## src/rtl/cpu_pkg.sv

```systemverilog
// Shared 6502 core definitions: default bus widths, interrupt vectors and fetch states.
package cpu_pkg;

    localparam int unsigned CPU_ADDR_W = 16;
    localparam int unsigned CPU_DATA_W = 8;

    localparam logic [15:0] VECTOR_RESET = 16'hFFFC;
    localparam logic [15:0] VECTOR_NMI   = 16'hFFFA;
    localparam logic [15:0] VECTOR_IRQ   = 16'hFFFE;

    typedef enum logic [1:0] {
        VEC_LO,
        VEC_HI,
        RUN
    } fetch_state_t;

    typedef enum logic [1:0] {
        VEC_KIND_RESET,
        VEC_KIND_NMI,
        VEC_KIND_IRQ
    } vec_kind_t;

    // Low-byte address of the vector for a given entry kind
    function automatic logic [15:0] vector_of(input vec_kind_t kind);
        case (kind)
            VEC_KIND_NMI: return VECTOR_NMI;
            VEC_KIND_IRQ: return VECTOR_IRQ;
            default:      return VECTOR_RESET;
        endcase
    endfunction

endpackage

```

## src/rtl/cpu_fetch_unit_if.sv

```systemverilog
// Fetch-unit bundle: memory read port, bus arbitration, redirect and decode-side byte stream.
interface cpu_fetch_unit_if
    import cpu_pkg::*;
#(
    parameter int unsigned ADDR_W = CPU_ADDR_W,
    parameter int unsigned DATA_W = CPU_DATA_W,
    parameter int unsigned DEPTH  = 4
);
    localparam int unsigned CNT_W = $clog2(DEPTH + 1);

    logic [ADDR_W-1:0] mem_addr;
    logic              mem_req;
    logic [DATA_W-1:0] mem_rdata;
    logic              bus_busy;
    logic              redirect_valid;
    logic [ADDR_W-1:0] redirect_pc;
    logic              out_valid;
    logic [DATA_W-1:0] out_byte;
    logic [ADDR_W-1:0] out_pc;
    logic              out_ready;
    logic [ADDR_W-1:0] pc;
    logic [CNT_W-1:0]  count;

    modport master (
        output mem_addr, mem_req, out_valid, out_byte, out_pc, pc, count,
        input  mem_rdata, bus_busy, redirect_valid, redirect_pc, out_ready
    );

    modport slave (
        input  mem_addr, mem_req, out_valid, out_byte, out_pc, pc, count,
        output mem_rdata, bus_busy, redirect_valid, redirect_pc, out_ready
    );

endinterface

```

## src/rtl/fetch_fifo.sv

```systemverilog
// Prefetch queue of {address, byte} entries; flush empties it in one cycle.
module fetch_fifo #(
    parameter int unsigned WIDTH = 24,
    parameter int unsigned DEPTH = 4
) (
    input  logic                         clk,
    input  logic                         rst_n,
    input  logic                         push,
    input  logic                         pop,
    input  logic                         flush,
    input  logic [WIDTH-1:0]             din,
    output logic [$clog2(DEPTH+1)-1:0]   count,
    output logic [WIDTH-1:0]             head
);
    localparam int unsigned PTR_W = $clog2(DEPTH);
    localparam int unsigned CNT_W = $clog2(DEPTH + 1);

    logic [WIDTH-1:0] mem [DEPTH];
    logic [PTR_W-1:0] wr_ptr;
    logic [PTR_W-1:0] rd_ptr;
    logic             pop_c;
    logic             push_c;

    // A full queue still accepts a push when the head leaves in the same cycle
    assign pop_c  = pop & (count != '0);
    assign push_c = push & ((count < CNT_W'(DEPTH)) | pop_c);
    assign head   = mem[rd_ptr];

    always_ff @(posedge clk) begin
        if (!rst_n || flush) begin
            wr_ptr <= '0;
            rd_ptr <= '0;
            count  <= '0;
        end else begin
            if (push_c) wr_ptr <= wr_ptr + PTR_W'(1);
            if (pop_c)  rd_ptr <= rd_ptr + PTR_W'(1);
            count <= count + CNT_W'(push_c) - CNT_W'(pop_c);
        end
    end

    always_ff @(posedge clk) begin
        if (push_c) mem[wr_ptr] <= din;
    end

endmodule

```

## src/rtl/cpu_fetch_unit.sv

```systemverilog
// Instruction-fetch front end: optional reset-vector load, then streams tagged bytes into the prefetch queue.
module cpu_fetch_unit
    import cpu_pkg::*;
#(
    parameter int unsigned         ADDR_W      = CPU_ADDR_W,
    parameter int unsigned         DATA_W      = CPU_DATA_W,
    parameter int unsigned         DEPTH       = 4,
    parameter bit                  VECTOR_EN   = 1'b1,
    parameter logic [ADDR_W-1:0]   VECTOR_ADDR = ADDR_W'(VECTOR_RESET),
    parameter logic [ADDR_W-1:0]   RESET_PC    = '0
) (
    input  logic                   clk,
    input  logic                   rst_n,
    cpu_fetch_unit_if.master       bus
);
    localparam int unsigned  CNT_W = $clog2(DEPTH + 1);
    localparam int unsigned  ENT_W = ADDR_W + DATA_W;
    localparam fetch_state_t RST_STATE = VECTOR_EN ? VEC_LO : RUN;
    localparam logic [ADDR_W-1:0] RST_PC = VECTOR_EN ? '0 : RESET_PC;

    fetch_state_t      state;
    fetch_state_t      state_nxt;
    logic [ADDR_W-1:0] pc_q;
    logic [ADDR_W-1:0] pc_nxt;
    logic [DATA_W-1:0] lo_q;
    logic [DATA_W-1:0] lo_nxt;
    logic [ADDR_W-1:0] addr_c;
    logic              req_c;
    logic              push_c;
    logic              flush_c;
    logic              pop_c;
    logic              room_c;
    logic [CNT_W-1:0]  count;
    logic [ENT_W-1:0]  head;

    assign pop_c  = bus.out_valid & bus.out_ready;
    assign room_c = (count < CNT_W'(DEPTH)) | pop_c;

    always_ff @(posedge clk) begin
        if (!rst_n) begin
            state <= RST_STATE;
            pc_q  <= RST_PC;
            lo_q  <= '0;
        end else begin
            state <= state_nxt;
            pc_q  <= pc_nxt;
            lo_q  <= lo_nxt;
        end
    end

    // Redirect outranks bus_busy and fetch; reset suppresses any bus request
    always_comb begin
        state_nxt = state;
        pc_nxt    = pc_q;
        lo_nxt    = lo_q;
        addr_c    = pc_q;
        req_c     = 1'b0;
        push_c    = 1'b0;
        flush_c   = 1'b0;
        case (state)
            VEC_LO: begin
                addr_c = VECTOR_ADDR;
                if (!bus.bus_busy) begin
                    req_c     = 1'b1;
                    lo_nxt    = bus.mem_rdata;
                    state_nxt = VEC_HI;
                end
            end
            VEC_HI: begin
                addr_c = VECTOR_ADDR + ADDR_W'(1);
                if (!bus.bus_busy) begin
                    req_c     = 1'b1;
                    pc_nxt    = ADDR_W'({bus.mem_rdata, lo_q});
                    state_nxt = RUN;
                end
            end
            RUN: begin
                if (bus.redirect_valid) begin
                    flush_c = 1'b1;
                    pc_nxt  = bus.redirect_pc;
                end else if (!bus.bus_busy && room_c) begin
                    req_c  = 1'b1;
                    push_c = 1'b1;
                    pc_nxt = pc_q + ADDR_W'(1);
                end
            end
            default: state_nxt = RST_STATE;
        endcase
        if (!rst_n) begin
            req_c  = 1'b0;
            push_c = 1'b0;
        end
    end

    fetch_fifo #(
        .WIDTH (ENT_W),
        .DEPTH (DEPTH)
    ) u_fifo (
        .clk   (clk),
        .rst_n (rst_n),
        .push  (push_c),
        .pop   (pop_c),
        .flush (flush_c),
        .din   ({pc_q, bus.mem_rdata}),
        .count (count),
        .head  (head)
    );

    assign bus.mem_addr  = addr_c;
    assign bus.mem_req   = req_c;
    assign bus.pc        = pc_q;
    assign bus.count     = count;
    assign bus.out_valid = (count != '0);
    assign bus.out_pc    = head[ENT_W-1:DATA_W];
    assign bus.out_byte  = head[DATA_W-1:0];

endmodule

```

## src/flat_wrapper.sv

```systemverilog
// flat-port wrapper written by rule: the top's interface ports become plain ports
module cpu_fetch_unit_flat import cpu_pkg::*;
#(
    parameter int unsigned         ADDR_W      = CPU_ADDR_W,
    parameter int unsigned         DATA_W      = CPU_DATA_W,
    parameter int unsigned         DEPTH       = 4,
    parameter bit                  VECTOR_EN   = 1'b1,
    parameter logic [ADDR_W-1:0]   VECTOR_ADDR = ADDR_W'(VECTOR_RESET),
    parameter logic [ADDR_W-1:0]   RESET_PC    = '0
)
  (clk, rst_n, bus_mem_addr, bus_mem_req, bus_out_valid, bus_out_byte, bus_out_pc, bus_pc, bus_count, bus_mem_rdata, bus_bus_busy, bus_redirect_valid, bus_redirect_pc, bus_out_ready);
  cpu_fetch_unit_if #(.ADDR_W(ADDR_W), .DATA_W(DATA_W), .DEPTH(DEPTH)) bus_i ();
  input  logic clk;
  input  logic rst_n;
  output wire logic [$bits(bus_i.mem_addr)-1:0] bus_mem_addr;
  output wire logic [$bits(bus_i.mem_req)-1:0] bus_mem_req;
  output wire logic [$bits(bus_i.out_valid)-1:0] bus_out_valid;
  output wire logic [$bits(bus_i.out_byte)-1:0] bus_out_byte;
  output wire logic [$bits(bus_i.out_pc)-1:0] bus_out_pc;
  output wire logic [$bits(bus_i.pc)-1:0] bus_pc;
  output wire logic [$bits(bus_i.count)-1:0] bus_count;
  input wire logic [$bits(bus_i.mem_rdata)-1:0] bus_mem_rdata;
  input wire logic [$bits(bus_i.bus_busy)-1:0] bus_bus_busy;
  input wire logic [$bits(bus_i.redirect_valid)-1:0] bus_redirect_valid;
  input wire logic [$bits(bus_i.redirect_pc)-1:0] bus_redirect_pc;
  input wire logic [$bits(bus_i.out_ready)-1:0] bus_out_ready;
  assign bus_mem_addr = bus_i.mem_addr;
  assign bus_mem_req = bus_i.mem_req;
  assign bus_out_valid = bus_i.out_valid;
  assign bus_out_byte = bus_i.out_byte;
  assign bus_out_pc = bus_i.out_pc;
  assign bus_pc = bus_i.pc;
  assign bus_count = bus_i.count;
  assign bus_i.mem_rdata = bus_mem_rdata;
  assign bus_i.bus_busy = bus_bus_busy;
  assign bus_i.redirect_valid = bus_redirect_valid;
  assign bus_i.redirect_pc = bus_redirect_pc;
  assign bus_i.out_ready = bus_out_ready;
  cpu_fetch_unit #(.ADDR_W(ADDR_W), .DATA_W(DATA_W), .DEPTH(DEPTH), .VECTOR_EN(VECTOR_EN), .VECTOR_ADDR(VECTOR_ADDR), .RESET_PC(RESET_PC)) u_core (.clk(clk), .rst_n(rst_n), .bus(bus_i));
endmodule
```

## config.mk

```make
export PLATFORM = sky130hd
export DESIGN_NAME = cpu_fetch_unit_flat
export DESIGN_NICKNAME = d
export VERILOG_FILES = /design/src/rtl/cpu_pkg.sv /design/src/rtl/cpu_fetch_unit_if.sv /design/src/rtl/fetch_fifo.sv /design/src/rtl/cpu_fetch_unit.sv /design/src/flat_wrapper.sv
export SDC_FILE = /design/constraint.sdc
export NUM_CORES = 1
export LEC_CHECK = 0
export ABC_AREA = 1
export ABC_CLOCK_PERIOD_IN_PS = 2300
export BUFFER_PORTS_ARGS = -buffer_cell sky130_fd_sc_hd__buf_2
export CORE_MARGIN = 5
export CORE_UTILIZATION = 51
export DETAILED_ROUTE_END_ITERATION = 10
export HOLD_SLACK_MARGIN = 0.08
export PLACE_DENSITY = 0.76
export RECOVER_POWER = 50
export SYNTH_ARGS = -nofsm -noshare
export SYNTH_HDL_FRONTEND = slang
export SYNTH_SLANG_ARGS = --single-unit
```

## constraint.sdc

```tcl
create_clock -name clk -period 2.3 [get_ports clk]
set_input_delay 0.345 -clock clk [delete_from_list [all_inputs] [get_ports clk]]
set_output_delay 0.345 -clock clk [all_outputs]
set_load 0.01 [all_outputs]
```

# == Yosys cells after proc, flatten, opt, wreduce, memory -nomap -nowiden ==
# Memory sizes are Yosys's and may differ from the RTL's. A register that Yosys moved wholly into a read port is not among the register bits.
# Cells that the tools add are included.
# word_totals
ff_bits,33
ramBits,96
inputBits,29
n_memories,1
# classes
n_addsub,5
n_lt_le_gt_ge,1
eq_ne,5
muxes,21
bitwise_logic,7
reduce_logical,11
# mem_list
memory,depth,word_bits,rd,rd_clocked_by_memory_dff,write_ports,line,rtl
u_core.u_fifo.mem,4,24,1,1,1,fetch_fifo.sv:18,logic [WIDTH-1:0] mem [DEPTH];
# op_table
cell,count
one-hot mux 16 bit (2 select lines),2
2-to-1 mux 16 bit,3
"adder 16 x 1 -> 16 bit, second input constant",1
2-to-1 mux 1 bit,10
2-to-1 mux 2 bit,4
one-hot mux 2 bit (3 select lines),1
AND reduction 3 bit,2
"adder 2 x 1 -> 2 bit, second input constant",2
"inequality test 2 bit, second input constant",2
adder 3 x 1 -> 3 bit,1
bitwise AND 1 bit,3
"< comparator 3 bit, second input constant",1
"inequality test 3 x 2 -> 1 bit, second input constant",1
nonzero test 3 bit,1
subtractor 3 x 1 -> 3 bit,1
"equality test 2 x 1 -> 1 bit, second input constant",1
"equality test 2 bit, second input constant",1
zero test 1 bit,2
zero test 2 bit,1
inverter 1 bit,2
OR 1 bit,2
one-hot mux 1 bit (2 select lines),1
AND reduction 2 bit,1
nonzero test 2 bit,1
other kinds (3),3

# == Longest topological paths before layout ==
# depth
depth_word,11
ltp_mapped,13
mapped_depth_nobuf,12

# == Hierarchy ==
# From an unflattened synthesis, not the netlist that was laid out.
# hier_totals
hier_cells,589
hier_area_um2,5963.2
# by_module_without_submodules
module,instances,cells_each,area_per_inst_um2,seq_area_each_um2
fetch_fifo,1,302,4219.0,3062.9
cpu_fetch_unit,1,287,1744.2,520.5

# == Least setup slack after synthesis ==
# Ideal clock, no wire load.
# synth_path
path_kind,flip-flop to flip-flop
startpoint,reg u_core.state[1]
endpoint,"mem u_core.u_fifo.mem[0][0], enable pin"
setup_ps,405
arrival_ps,1997
t_required_ps,1895
path_slack_ps,-102
stages_incl_launch_ff,8
n_path_buf,1
path_cell_list,dfxtp_1 > buf_6 > inv_4 > nor2_4 > nand2_4 > inv_1 > nand3_1 > nor2_1
# synth_via
elab_chain_cells,6
# synth_rtl
element,line,rtl
from (decl),cpu_fetch_unit.sv:21,fetch_state_t state;
from (signal assigned),cpu_fetch_unit.sv:45,state <= state_nxt;
equality test 2 bit,cpu_fetch_unit.sv:60,case (state)
2-to-1 mux 1 bit,cpu_fetch_unit.sv:60,
2-to-1 mux 1 bit,cpu_fetch_unit.sv:89,if (!rst_n) begin
bitwise AND 1 bit,fetch_fifo.sv:26,assign push_c = push & ((count < CNT_W'(DEPTH)) | pop_c);
2-to-1 mux 1 bit,fetch_fifo.sv:42,if (push_c) mem[wr_ptr] <= din;
2-to-1 mux 1 bit (not written as such),fetch_fifo.sv:42,
to (decl),fetch_fifo.sv:18,
# Every way passes these cells.

# == Worst setup path after layout ==
# layout_path
startpoint,reg u_core.state[1]
endpoint,out bus_mem_req
# layout_via
elab_chain_cells,4
word_cells_on_any_way,6
cone_classes,eq/ne: 2; mux: 2; reduce/logical: 2
# layout_rtl
element,line,rtl
equality test 2 x 1 -> 1 bit or zero test 2 bit (tied branches),cpu_fetch_unit.sv:60,
OR reduction 2 bit (no source line),--,
one-hot mux 1 bit (2 select lines) *,cpu_fetch_unit.sv:60,
2-to-1 mux 1 bit *,cpu_fetch_unit.sv:89,
to (decl),flat_wrapper.sv:16,output wire logic [$bits(bus_i.mem_req)-1:0] bus_mem_req;
# Mark *: on every way between the ends. The rest lies on a longest branch, timed or not.

==> results.md <==
- TritonCTS Buffers: 17
- Post-Syn Instances: about 580
- Clock sink count: between 100 and 150
- Cell Pwr Density: 958 nW/um^2
- CP Max Fanout: 7
- First-pass GRT wire length: 23300 um
- Fin crit period: 2.14 ns
- Clk_lat worst skew: between 0.5 and 0.6 ns
- Synthesized area per cell: 9.76 um^2
- Worst reg2reg startpoint: u_core.state[1]
- Row cnt: 38
- Die Area: 13400 um^2
- Starting Density: 52.4%
- WL/cell: 17.1 um
- Hold_sp: bus_bus_busy
- Dpl ws: 0.221 ns
- Peak VDD IR: about 0.55 mV
- Reg2reg setup slack: 0.23 ns
- Hold WC Path Type: in -> reg
- Cell variety after synth: 32
- Largest net degree at the start of global routing: 49
- Clock skew: 0.00691 ns
- Boundary pin count: 90
- GRT Util Overall: 22.8%
- Routed Antenna Nets: 0
- Leak: ~0.0027 uW
- Critical path cell sequence: inv_4, nor2_4, nand2_4, inv_1, nand3_1, buf_4, o21ai_0, buf_2
- CP endpoint kind: primary output
- P&R area growth vs syn: 20.6%
- Residual DRC: 0
- WP data required: between 1.5 and 2 ns
- Share of layout cells above drive strength 1: 14.7%
- Worst-path clk slew: roughly 0.060 ns
- Hold path depth: 3
- Max Cap Violations: 0
- Final instance area: about 6900 um^2
- Die height: 116 um
- CP peak stage delay: 0.38 ns
- Most frequent cells in the layout: nand2_1, nor2_1, edfxtp_1
- Post-route insts no fill: 841
- Remaining global-route overflow: 0
- PortBufs: 89
- Die Span X: 116 um
- Period utilisation layout: 93.0%
- Longest Clk Path Bufs: 2
- Nets: 726
- Worst setup path start: u_core.state[1]
- Yosys warnings: 0
- FF-to-FF End: u_core.u_fifo.count[2]
- Final WS setup: between 0.15 and 0.2 ns
- Worst-Margin Slew: 0.707 ns
- Most common cell after layout, fill and taps aside: nand2_1
- CTS tree: done
- Register area share after synthesis: 62.8%
- Initial antenna violation count: 0
- Max frequency: 0.468 GHz
- Synth Net Count: 621
- Vias: 4576
- Root Buffer: clkbuf_8
- Slowest-stage cell, CP: dfxtp_1
- Status: complete, no violations
- Hold Slack: 0.127 ns
- Slew Limit Fails: 0
- Final setup violation count: 0
- # diodes: 0
- Vias in the first global route: between 4000 and 5000
- Setup crit start kind: register
- First-pass DRT Iterations: 5
- Placer Congestion: 0.963
- Worst Path Arrival: 1.79 ns
- Placed cells: 808
- Final Hold Viols: 0
- Placed instance area: 6350 um^2
- H-tree level count: 4
- WP buf/inv: 4
- RSZ-0062 raised after global routing: no
- Worst setup path class: reg -> out
- Total setup buffers inserted after CTS: 0
- DR iter-0 viols: 471
- Detailed Route WL: 14400 um
- Post-DP HPWL: 9210 um
- DR vias/cell: 5.44
- Hold path endpoint: u_core.state[0]
- Post-Synthesis Cell Area: 5700 um^2
- Crit-path leading delay family: buffers and inverters
- R2R depth: 12
- Number of synthesized register bits: 131
- Core Area: 10900 um^2
- Max_slew headroom: roughly 53%
-- worst max path at each step --
stage                                   end  slack, ns  depth (start not counted)
global route                    bus_mem_req       0.03                          8
CTS                           bus_out_pc[4]       0.07                          4
finish                          bus_mem_req       0.16                          8
detailed placement   u_core.u_fifo.count[2]       0.22                         12
floorplan           u_core.u_fifo.mem[0][0]      -0.10                          7
global placement     u_core.u_fifo.count[2]       0.29                         12
-- area by class of cell --
class,instances,area [um^2]
Clock buffer,19,422
Inverter,50,190
Clock inverter,12,140
Sequential cell,131,3580
Fill cell,871,4010
Multi-Input combinational cell,379,1820
Tap cell,140,175
Timing Repair Buffer,110,553
-- routing by layer --
layer	global-route usage, %	wire length [um]	part of all wire, %
met2	37.2	6960	48
met4	7.42	256	1.8
met5	0	0	0
met3	5.33	1160	8.0
met1	30.4	5980	42
-- power breakdown --
group | switching (uW) | leakage, uW | internal [uW]
Sequential | 116 | 0.00116 | 2640
Combinational | 825 | 0.00123 | 446
Clock | 940 | 0.000270 | 1630
Total | 1880 | 0.00267 | 4710
-- cells in the mapped netlist (all sizes together) --
master	count	area (um^2)
dfxtp	35	701
xor2	6	52.6
nor2	103	397
o21a	1	7.51
nor3	2	10.0
fa	1	20.0
inv	50	190
o211ai	2	15.0
nand2	112	430
a31oi	1	6.26
o21ai	73	380
o21bai	1	7.51
buf	7	58.8
or2	1	6.26
a21oi	22	110
nand3	16	80.1
ha	7	87.6
nand4	6	37.5
a22oi	1	7.51
o22ai	24	150
clkbuf	17	63.8
edfxtp	96	2880
-- sequential cells by signal (all words and copies together), names as in the netlist, named ones only --
register	cells
u_core.u_fifo.count	3
u_core.state	2
u_core.u_fifo.mem	96
u_core.lo_q	8
u_core.u_fifo.rd_ptr	2
u_core.u_fifo.wr_ptr	2
u_core.bus.pc	16
-- cell families (layout without fill, tap and decap cells) --
kind of cell | after synthesis | in the layout | synth area share, %
buffers and inverters | 74 | 191 | 5.49
DFF | 131 | 131 | 62.8
and+or+nand+nor | 240 | 240 | 16.9
AOI/OAI and AO/OA | 125 | 125 | 12.0
adders and majority gates | 8 | 8 | 1.89
xor gates and xnor gates | 6 | 6 | 0.922
-- timing repair --
item                                   CTS  global route
endpoints found under the hold margin    8             0
setup endpoints to repair                0            14
hold buffers                             2             0
gates resized for setup                  0             2
-- metrics by stage --
stage          setup TNS (ns)  power (uW)  util, %
4_1_cts                     0        6630     63.7
2_1_floorplan           -9.75        3560        -
3_5_place_dp                0        4080     58.3
5_1_grt                     0        6920     63.2
3_3_place_gp                0        4030     58.3
6_report                    0        6590     63.2
-- worst reg2reg max path: stages, from the launching register on --
cell,delay [ns]
dfxtp_1,0.38
inv_4,0.06
nor2_4,0.12
nand2_4,0.10
inv_1,0.08
nand3_1,0.10
ha_1,0.28
inv_1,0.05
ha_1,0.13
inv_1,0.05
fa_1,0.38
a21oi_1,0.16
o21a_1,0.12
Power figures use the tool's default switching activity.
